**src/rtl/counter_scheduler_pkg.sv**
```systemverilog
// counter_scheduler_pkg: shared types and defaults for the counter scheduler.
//   sched_state_t : scheduler FSM state encoding (IDLE, RUN, DONE)
//   DEF_N / DEF_R : default counter width and requester count
//   PTR_W         : round-robin pointer width for the default requester count
package counter_scheduler_pkg;

    localparam int unsigned DEF_N = 3;
    localparam int unsigned DEF_R = 4;
    localparam int unsigned PTR_W = $clog2(DEF_R);

    typedef enum logic [1:0] {
        IDLE = 2'b00,
        RUN  = 2'b01,
        DONE = 2'b10
    } sched_state_t;

endpackage

```
**src/rtl/rr_pick.sv**
```systemverilog
// rr_pick: combinational round-robin selector.
//   req    : request vector, one bit per requester
//   ptr    : index where the search starts (wraps modulo R)
//   winner : one-hot first asserted request at or after ptr (zero if none)
//   index  : binary index of the winner (zero if none)
module rr_pick #(
    parameter int unsigned R  = 4,
    parameter int unsigned PW = 2
) (
    input  logic [R-1:0]  req,
    input  logic [PW-1:0] ptr,
    output logic [R-1:0]  winner,
    output logic [PW-1:0] index
);

    logic        found;
    int unsigned j;

    always_comb begin
        winner = '0;
        index  = '0;
        found  = 1'b0;
        j      = 0;
        for (int unsigned off = 0; off < R; off++) begin
            j = (32'(ptr) + off) % R;
            if (!found && req[j]) begin
                found     = 1'b1;
                winner[j] = 1'b1;
                index     = PW'(j);
            end
        end
    end

endmodule

```
**src/rtl/counter_scheduler.sv**
```systemverilog
// counter_scheduler: round-robin time-sharing of one N-bit interval counter
// among R requesters.
//   clk   : clock, rising edge
//   reset : asynchronous active-low reset
//   req   : per-requester level request, held until done or abort
//   term  : packed terminal counts, requester i uses term[i*N +: N]
//   grant : one-hot current owner (zero when idle)
//   busy  : high while any grant bit is set
//   count : current counter value
//   done  : one-hot single-cycle completion pulse to the owner
module counter_scheduler
    import counter_scheduler_pkg::*;
#(
    parameter int unsigned N = DEF_N,
    parameter int unsigned R = DEF_R
) (
    input  logic           clk,
    input  logic           reset,
    input  logic [R-1:0]   req,
    input  logic [R*N-1:0] term,
    output logic [R-1:0]   grant,
    output logic           busy,
    output logic [N-1:0]   count,
    output logic [R-1:0]   done
);

    localparam int unsigned PW = $clog2(R);

    sched_state_t  state;
    logic [PW-1:0] ptr;
    logic [PW-1:0] owner;
    logic [N-1:0]  term_q;

    logic [R-1:0]  pick_onehot;
    logic [PW-1:0] pick_idx;
    logic [N-1:0]  pick_term;
    logic [PW-1:0] owner_next;

    rr_pick #(
        .R  (R),
        .PW (PW)
    ) u_pick (
        .req    (req),
        .ptr    (ptr),
        .winner (pick_onehot),
        .index  (pick_idx)
    );

    assign pick_term  = term[pick_idx*N +: N];
    // Explicit wrap so non-power-of-two R never leaves ptr out of range.
    assign owner_next = (owner == PW'(R-1)) ? '0 : owner + 1'b1;

    always_ff @(posedge clk or negedge reset) begin
        if (!reset) begin
            state  <= IDLE;
            grant  <= '0;
            busy   <= 1'b0;
            count  <= '0;
            done   <= '0;
            ptr    <= '0;
            owner  <= '0;
            term_q <= '0;
        end else begin
            case (state)
                IDLE: begin
                    done <= '0;
                    if (|req) begin
                        grant  <= pick_onehot;
                        busy   <= 1'b1;
                        owner  <= pick_idx;
                        term_q <= pick_term;
                        count  <= '0;
                        state  <= RUN;
                    end
                end
                RUN: begin
                    // Abort outranks the terminal match in the same cycle.
                    if (!req[owner]) begin
                        grant <= '0;
                        busy  <= 1'b0;
                        count <= '0;
                        ptr   <= owner_next;
                        state <= IDLE;
                    end else if (count == term_q) begin
                        done  <= grant;
                        state <= DONE;
                    end else begin
                        count <= count + 1'b1;
                    end
                end
                DONE: begin
                    done  <= '0;
                    grant <= '0;
                    busy  <= 1'b0;
                    count <= '0;
                    ptr   <= owner_next;
                    state <= IDLE;
                end
                default: begin
                    grant <= '0;
                    busy  <= 1'b0;
                    done  <= '0;
                    count <= '0;
                    state <= IDLE;
                end
            endcase
        end
    end

endmodule

```
**config.mk**
```make
export PLATFORM = sky130hd
export DESIGN_NAME = counter_scheduler
export DESIGN_NICKNAME = d
export VERILOG_FILES = /design/src/rtl/counter_scheduler_pkg.sv /design/src/rtl/rr_pick.sv /design/src/rtl/counter_scheduler.sv
export SDC_FILE = /design/constraint.sdc
export NUM_CORES = 1
export LEC_CHECK = 0
export ABC_AREA = 1
export CAP_MARGIN = 10
export CELL_PAD_IN_SITES_DETAIL_PLACEMENT = 1
export CELL_PAD_IN_SITES_GLOBAL_PLACEMENT = 1
export CORE_MARGIN = 4
export CORE_UTILIZATION = 33
export DETAILED_ROUTE_END_ITERATION = 10
export PLACE_DENSITY_LB_ADDON = 0.1
export RECOVER_POWER = 100
export SLEW_MARGIN = 5
export SYNTH_ARGS = -nofsm -noshare
export SYNTH_HDL_FRONTEND = slang
export SYNTH_HIERARCHICAL = 1
export SYNTH_SLANG_ARGS = --single-unit
```
**constraint.sdc**
```tcl
create_clock -name clk -period 2.3 [get_ports clk]
set_input_delay 0.46 -clock clk [delete_from_list [all_inputs] [get_ports clk]]
set_output_delay 0.46 -clock clk [all_outputs]
set_load 0.01 [all_outputs]
```
==> results of run 1 <==
[through the flow]
| stage | std cells | util | setup TNS, ns |
|---|---|---|---|
| floorplan | 220 | - | 0 |
| global placement | 321 | 0.463 | -0.163 |
| detailed placement | 321 | 0.463 | -0.227 |
| CTS | 325 | 0.473 | 0 |
| global route | 325 | 0.466 | 0 |
| finish | 325 | 0.466 | 0 |
[power groups by stage]
| stage | registers (mW) | logic, mW | clock network [mW] |
|---|---|---|---|
| finish | 0.601 | 2.25 | 0.247 |
| global route | 0.620 | 2.54 | 0.281 |
| CTS | 0.604 | 2.32 | 0.259 |
| detailed placement | 0.611 | 2.30 | 0 |
| global placement | 0.607 | 2.28 | 0 |
| floorplan | 0.626 | 1.46 | 0 |
[worst min path at each step]
| stage | startpoint | endpoint | slack, ns | cells after the start |
|---|---|---|---|---|
| 2_1_floorplan | reset | busy | 0.16 | 0 |
| 3_3_place_gp | busy | busy | 0.46 | 2 |
| 3_5_place_dp | busy | busy | 0.47 | 2 |
| 4_1_cts | busy | busy | 0.49 | 2 |
| 5_1_grt | busy | busy | 0.51 | 2 |
| 6_report | busy | busy | 0.47 | 2 |
[what timing repair did]
action	CTS	global route
hold endpoints to repair	0	0
resized for setup	1	5
setup endpoints to repair	1	4
[routing by layer]
layer / up-vias / global-route usage
li1: 818 / -
met1: 754 / 0.196
met5: - / 0
met2: 33 / 0.277
met3: 2 / 0.0293
met4: 0 / 0.0214
[registers in the layout (all words and copies together), names as in the netlist]
name and count:
term_q 3, done 4, state 2, count 3, grant 4, owner 2, ptr 2, busy 1
[cell families (layout without fill, tap and decap cells)]
kind of cell,count (synthesis),in the layout
buffers and inverters,25,78
adder cells (fa/ha/maj),7,7
XOR/XNOR,3,3
flip-flops,21,21
AND/OR/NAND/NOR,141,141
AO/OA/AOI/OAI,23,23
[final cells by class]
type                            count  area, sq um  area share
Multi-Input combinational cell    174          928       0.442
Clock buffer                        4         45.0      0.0215
Inverter                           24         95.1      0.0453
Sequential cell                    21          526       0.250
Timing Repair Buffer               50          440       0.210
Tap cell                           52         65.1      0.0310
[critical path, cell delays in order]
cell and delay [ns]:
dlygate4sd3_1 0.64, inv_1 0.06, nand2_1 0.08, nand3_1 0.08
nand2_1 0.07, nand2_1 0.09, nor2_2 0.13, nor2_1 0.06
nor2_2 0.11, buf_4 0.15, o21ai_0 0.08, o22ai_1 0.17
nand2_1 0.06, o21ai_0 0.07
[synth_stat cells]
master     n  area, sq um
ha_1       7         87.6
buf_6      1         11.3
o22ai_1    3         18.8
nor2_2     2         12.5
o21ai_0    6         30.0
a21oi_1    5         25.0
nand4_1    5         31.3
nand2_4    6         67.6
inv_1     20         75.1
nor2_1    14         52.6
nand2_2    5         31.3
inv_6      1         8.76
xor2_1     1         8.76
nand2_1   76          285
xnor2_1    2         17.5
or2_2      1         6.26
o21bai_1   3         22.5
a21boi_0   4         30.0
inv_4      1         6.26
o21ai_1    2         10.0
nor2_8     2         40.0
nand3_4    1         17.5
inv_2      2         7.51
dfrtp_1   21          526
nand3_1   27          135
nand3_2    2         20.0
==> flow_summary.ini, run 1 <==
[worst_setup_path]
endpoint = term_q[0]
cp_max_fo = 6
timing.rr.start = ptr[0]
arrival_ns = 2.32
critPathRequiredTime_ns = 2.48
critPathLaunchType = input pin
rr_worst_depth = 14
ff2ff_setup_slack_ns = 0.19
critical_path.startpoint = req[0]
cp-end-kind = register
critical_path_class = input pin to register
r2r_end = term_q[0]

[pwr]
ir_worst_vdd_mv = 0.768
combPwrFrac = 0.726
switching_power_mw = 1.55
p_int_mw = 1.55
pwr-share-clk = 0.080
power_density_mw_per_mm2 = 1470
total_power_mw = 3.09
p_leak_nw = 1.14
seq_power_share = 0.194
sw_frac_of_total = 0.500

[yosys]
yosys.area_share.adder = 0.0553
ys_seq_area_frac = 0.332
yosys.area_share.xor_xnor = 0.0166
synth_fp_nets = 245
synthesis.area_sq_mm = 0.00158
synth_top_family_by_area = simple AND/OR/NAND/NOR gates
synth.yosys.warnings = 6
synth_area_per_cell_sq_um = 7.20
synthSimpleGateAreaFrac = 0.442
ys_seq_elements = 21
syn-instance-count = 220
synth_compound_area_frac = 0.0861
yosysUniqueCellTypes = 26
muxShareOfSynthArea = 0

[drt]
firstDrtPassIters = 4
met2_length_um = 2120
wl_met1_um = 2020
num_vias = 1607
drc = 0
wl_per_cell_um = 13.2
drtIter0Drc = 47
met3WireLength_um = 149
highest_layer = met4
antenna_left = 0
vias_per_cell = 4.94
wl_um = 4300

[global_route]
grt_start_max_net_pins = 22
grt_antenna_before_repair = 0
gr-usage-all-layers = 0.155
grt_pass1_wl_um = 7580
grt-ovfl-total = 0
grt_pass1_vias = 1649

[sta]
fin_crit_ns = 2.13
holdWs_ns = 0.474
clock.fmax_mhz = 469
setup_ws_ns = 0.168
skew_ns = 0.00236
tightest_slew_ns = 1.14
slew_viol_final = 0
setup_violations = 0
rsz0062_at_grt = false
slew_headroom = 0.241
hold_violations = 0
final.period_utilization = 0.927

[floorplanning]
die_y_um = 77.3
die_w_um = 77.3
core-area_sq_mm = 0.00450
num_rows = 24
die_area_sq_mm = 0.00597
initial_core_util = 0.352
io_pins = 30

[clocking]
clockRootBuffer = clkbuf_8
cts_setup_buffers = 0
cts_tree = built
cts-htree-levels = 1
clockBufferDepth = 2
cts_hold_buf = 0
numCtsBuffers = 3
clock_sinks = 21
clock_latency_ns = 0.26
clkSlewWorstSetupHoldPaths_ns = 0.08

[finish]
drive_gt1_frac = 0.168
final_cell_mix = 77 x nand2_1, 28 x nand3_1, 21 x dfrtp_1, 19 x inv_1, 17 x buf_4
final_area_sq_mm = 0.00210
area_delta_synth_final_pct = 32.5
final_common_cell = nand2_1
nets = 299
fillCellCount = 601
num_antenna_cells = 0

[outcome]
status = finished, final reports clean

[placed_design]
gp_congestion = 0.820
dp_hpwl_um = 3560
post_dp_cell_area_sq_mm = 0.00209
io_buffers = 29
post-place-ws_ns = -0.114

[flow_run]
cap_violations = 0

[worst_hold_path]
hold_path.class = register to register
Power figures use the tool's default switching activity.
==> inputs of run 2 (changes only) <==
==> constraint.sdc (replaced) <==
create_clock -name clk -period 2.3 [get_ports clk]
set_input_delay 0.345 -clock clk [delete_from_list [all_inputs] [get_ports clk]]
set_output_delay 0.345 -clock clk [all_outputs]
set_load 0.01 [all_outputs]
==> flow_summary.ini, run 2 (synthesized netlist as in run 1, its figures left out) <==
[outcome]
status = finished, final reports clean

[drt]
wl_um = 4300
wl_per_cell_um = 13.6
firstDrtPassIters = 4
num_vias = 1597
drtIter0Drc = 66
antenna_left = 0
vias_per_cell = 5.04
drc = 0

[sta]
rsz0062_at_grt = false
setup_violations = 0
clock.fmax_mhz = 475
final.period_utilization = 0.915
hold_violations = 0
slew_viol_final = 0
slew_headroom = 0.208
tightest_slew_ns = 1.19
holdWs_ns = 0.476
skew_ns = 0.00241
fin_crit_ns = 2.10

[finish]
utilization = 0.453
final_common_cell = nand2_1
final_cell_mix = 80 x nand2_1, 27 x nand3_1, 21 x dfrtp_1, 18 x inv_1, 15 x clkdlybuf4s50_1
reg_top3 = done: 4 flops, grant: 4 flops
num_antenna_cells = 0
nets = 291
drive_gt1_frac = 0.136
area_delta_synth_final_pct = 28.9

[clocking]
clkSlewWorstSetupHoldPaths_ns = 0.08
clock_sinks = 21
clock_latency_ns = 0.26
cts-htree-levels = 1
clockBufferDepth = 2
clockRootBuffer = clkbuf_8
cts_tree = built
numCtsBuffers = 3

[floorplanning]
initial_core_util = 0.352
core-area_sq_mm = 0.00450
die_area_sq_mm = 0.00597
num_rows = 24
die_y_um = 77.3
die_w_um = 77.3
io_pins = 30

[pwr]
total_power_mw = 2.95
sw_frac_of_total = 0.518
seq_power_share = 0.203
power_density_mw_per_mm2 = 1440
combPwrFrac = 0.714
switching_power_mw = 1.53
pwr-share-clk = 0.083
ir_worst_vdd_mv = 0.481
p_leak_nw = 1.10
p_int_mw = 1.42

[worst_setup_path]
crit_family = buffers and inverters
path_buf_inv = 4
crit_top_cell = nand2_1
cp-end-kind = register
cp_max_fo = 7
critical_path_class = input pin to register
path_cells = clkdlybuf4s50_1, inv_1, nand2_1, nand3_4, nand2_4, inv_1, o21ai_1, nor2_1, nor2_2, buf_4, o21ai_0, o22ai_1, nand2_1, nand2_1
critPathRequiredTime_ns = 2.50
critPathSlowestCell = clkdlybuf4s50_1
cpPeakStageDelay_ns = 0.57
critPathLaunchType = input pin
arrival_ns = 2.31

[global_route]
grt-ovfl-total = 0
gr-usage-all-layers = 0.162
grt_antenna_before_repair = 0
grt_start_max_net_pins = 22
grt_pass1_wl_um = 8040
grt_pass1_vias = 1731

[placed_design]
dp_hpwl_um = 3510
io_buffers = 29
gp_congestion = 0.806

[flow_run]
cap_violations = 0

[worst_hold_path]
hold_path.class = register to register
-- run 2: cell type report --
type | count | area, sq um
clock buffers | 3 | 41.3
fillers | 586 | 2460
multi-input cells | 174 | 931
repair buffers | 42 | 377
inverters | 24 | 97.6
flip-flops and latches | 21 | 526
clock inverters | 1 | 5.00
well taps | 52 | 65.1
-- run 2: per-stage QoR --
step,instances,worst slack (ns),TNS [ns],cell area [sq um]
6_report,317,0.195,0,2040
2_1_floorplan,220,0.0294,0,1580
3_3_place_gp,313,-0.0718,-0.167,2030
3_5_place_dp,313,-0.0514,-0.139,2030
4_1_cts,317,0.0303,0,2070
5_1_grt,317,0.0311,0,2040
-- run 2: repair_timing --
action | 4_1_cts | 5_1_grt
setup endpoints to repair | 0 | 3
buffers inserted | 0 | 0
gates resized for setup | 0 | 7
hold buffers | 0 | 0
-- run 2: per-layer routing --
| metal | part of all wire | wire length [um] | track usage |
|---|---|---|---|
| met1 | 0.47 | 2030 | 0.210 |
| met2 | 0.50 | 2130 | 0.290 |
| met3 | 0.033 | 142 | 0.0293 |
| met4 | 0 | 0 | 0.0107 |
| met5 | 0 | 0 | 0 |
-- run 2: power groups by stage --
stage | logic, mW | clock network (mW) | registers, mW
floorplan | 1.46 | 0 | 0.626
global placement | 2.13 | 0 | 0.608
detailed placement | 2.17 | 0 | 0.611
CTS | 2.18 | 0.256 | 0.604
global route | 2.41 | 0.280 | 0.624
finish | 2.11 | 0.244 | 0.599
-- run 2: worst paths after layout --
| check | start | endpoint | slack, ns | cells after the start |
|---|---|---|---|---|
| min in group asynchronous | reset | grant[2] | 0.84 | 2 |
| max in group asynchronous | reset | owner[1] | 0.75 | 2 |
| max | req[2] | term_q[2] | 0.20 | 14 |
| max reg2reg | ptr[1] | term_q[2] | 0.26 | 14 |
| min reg2reg | done[3] | done[3] | 0.48 | 2 |
| min | done[3] | done[3] | 0.48 | 2 |
-- run 2: tightest hold or removal path: cells and delay by family, from the launching register on --
kind / cells / cell delay, ns
DFF: 1 / 0.34
and+or+nand+nor: 2 / 0.10
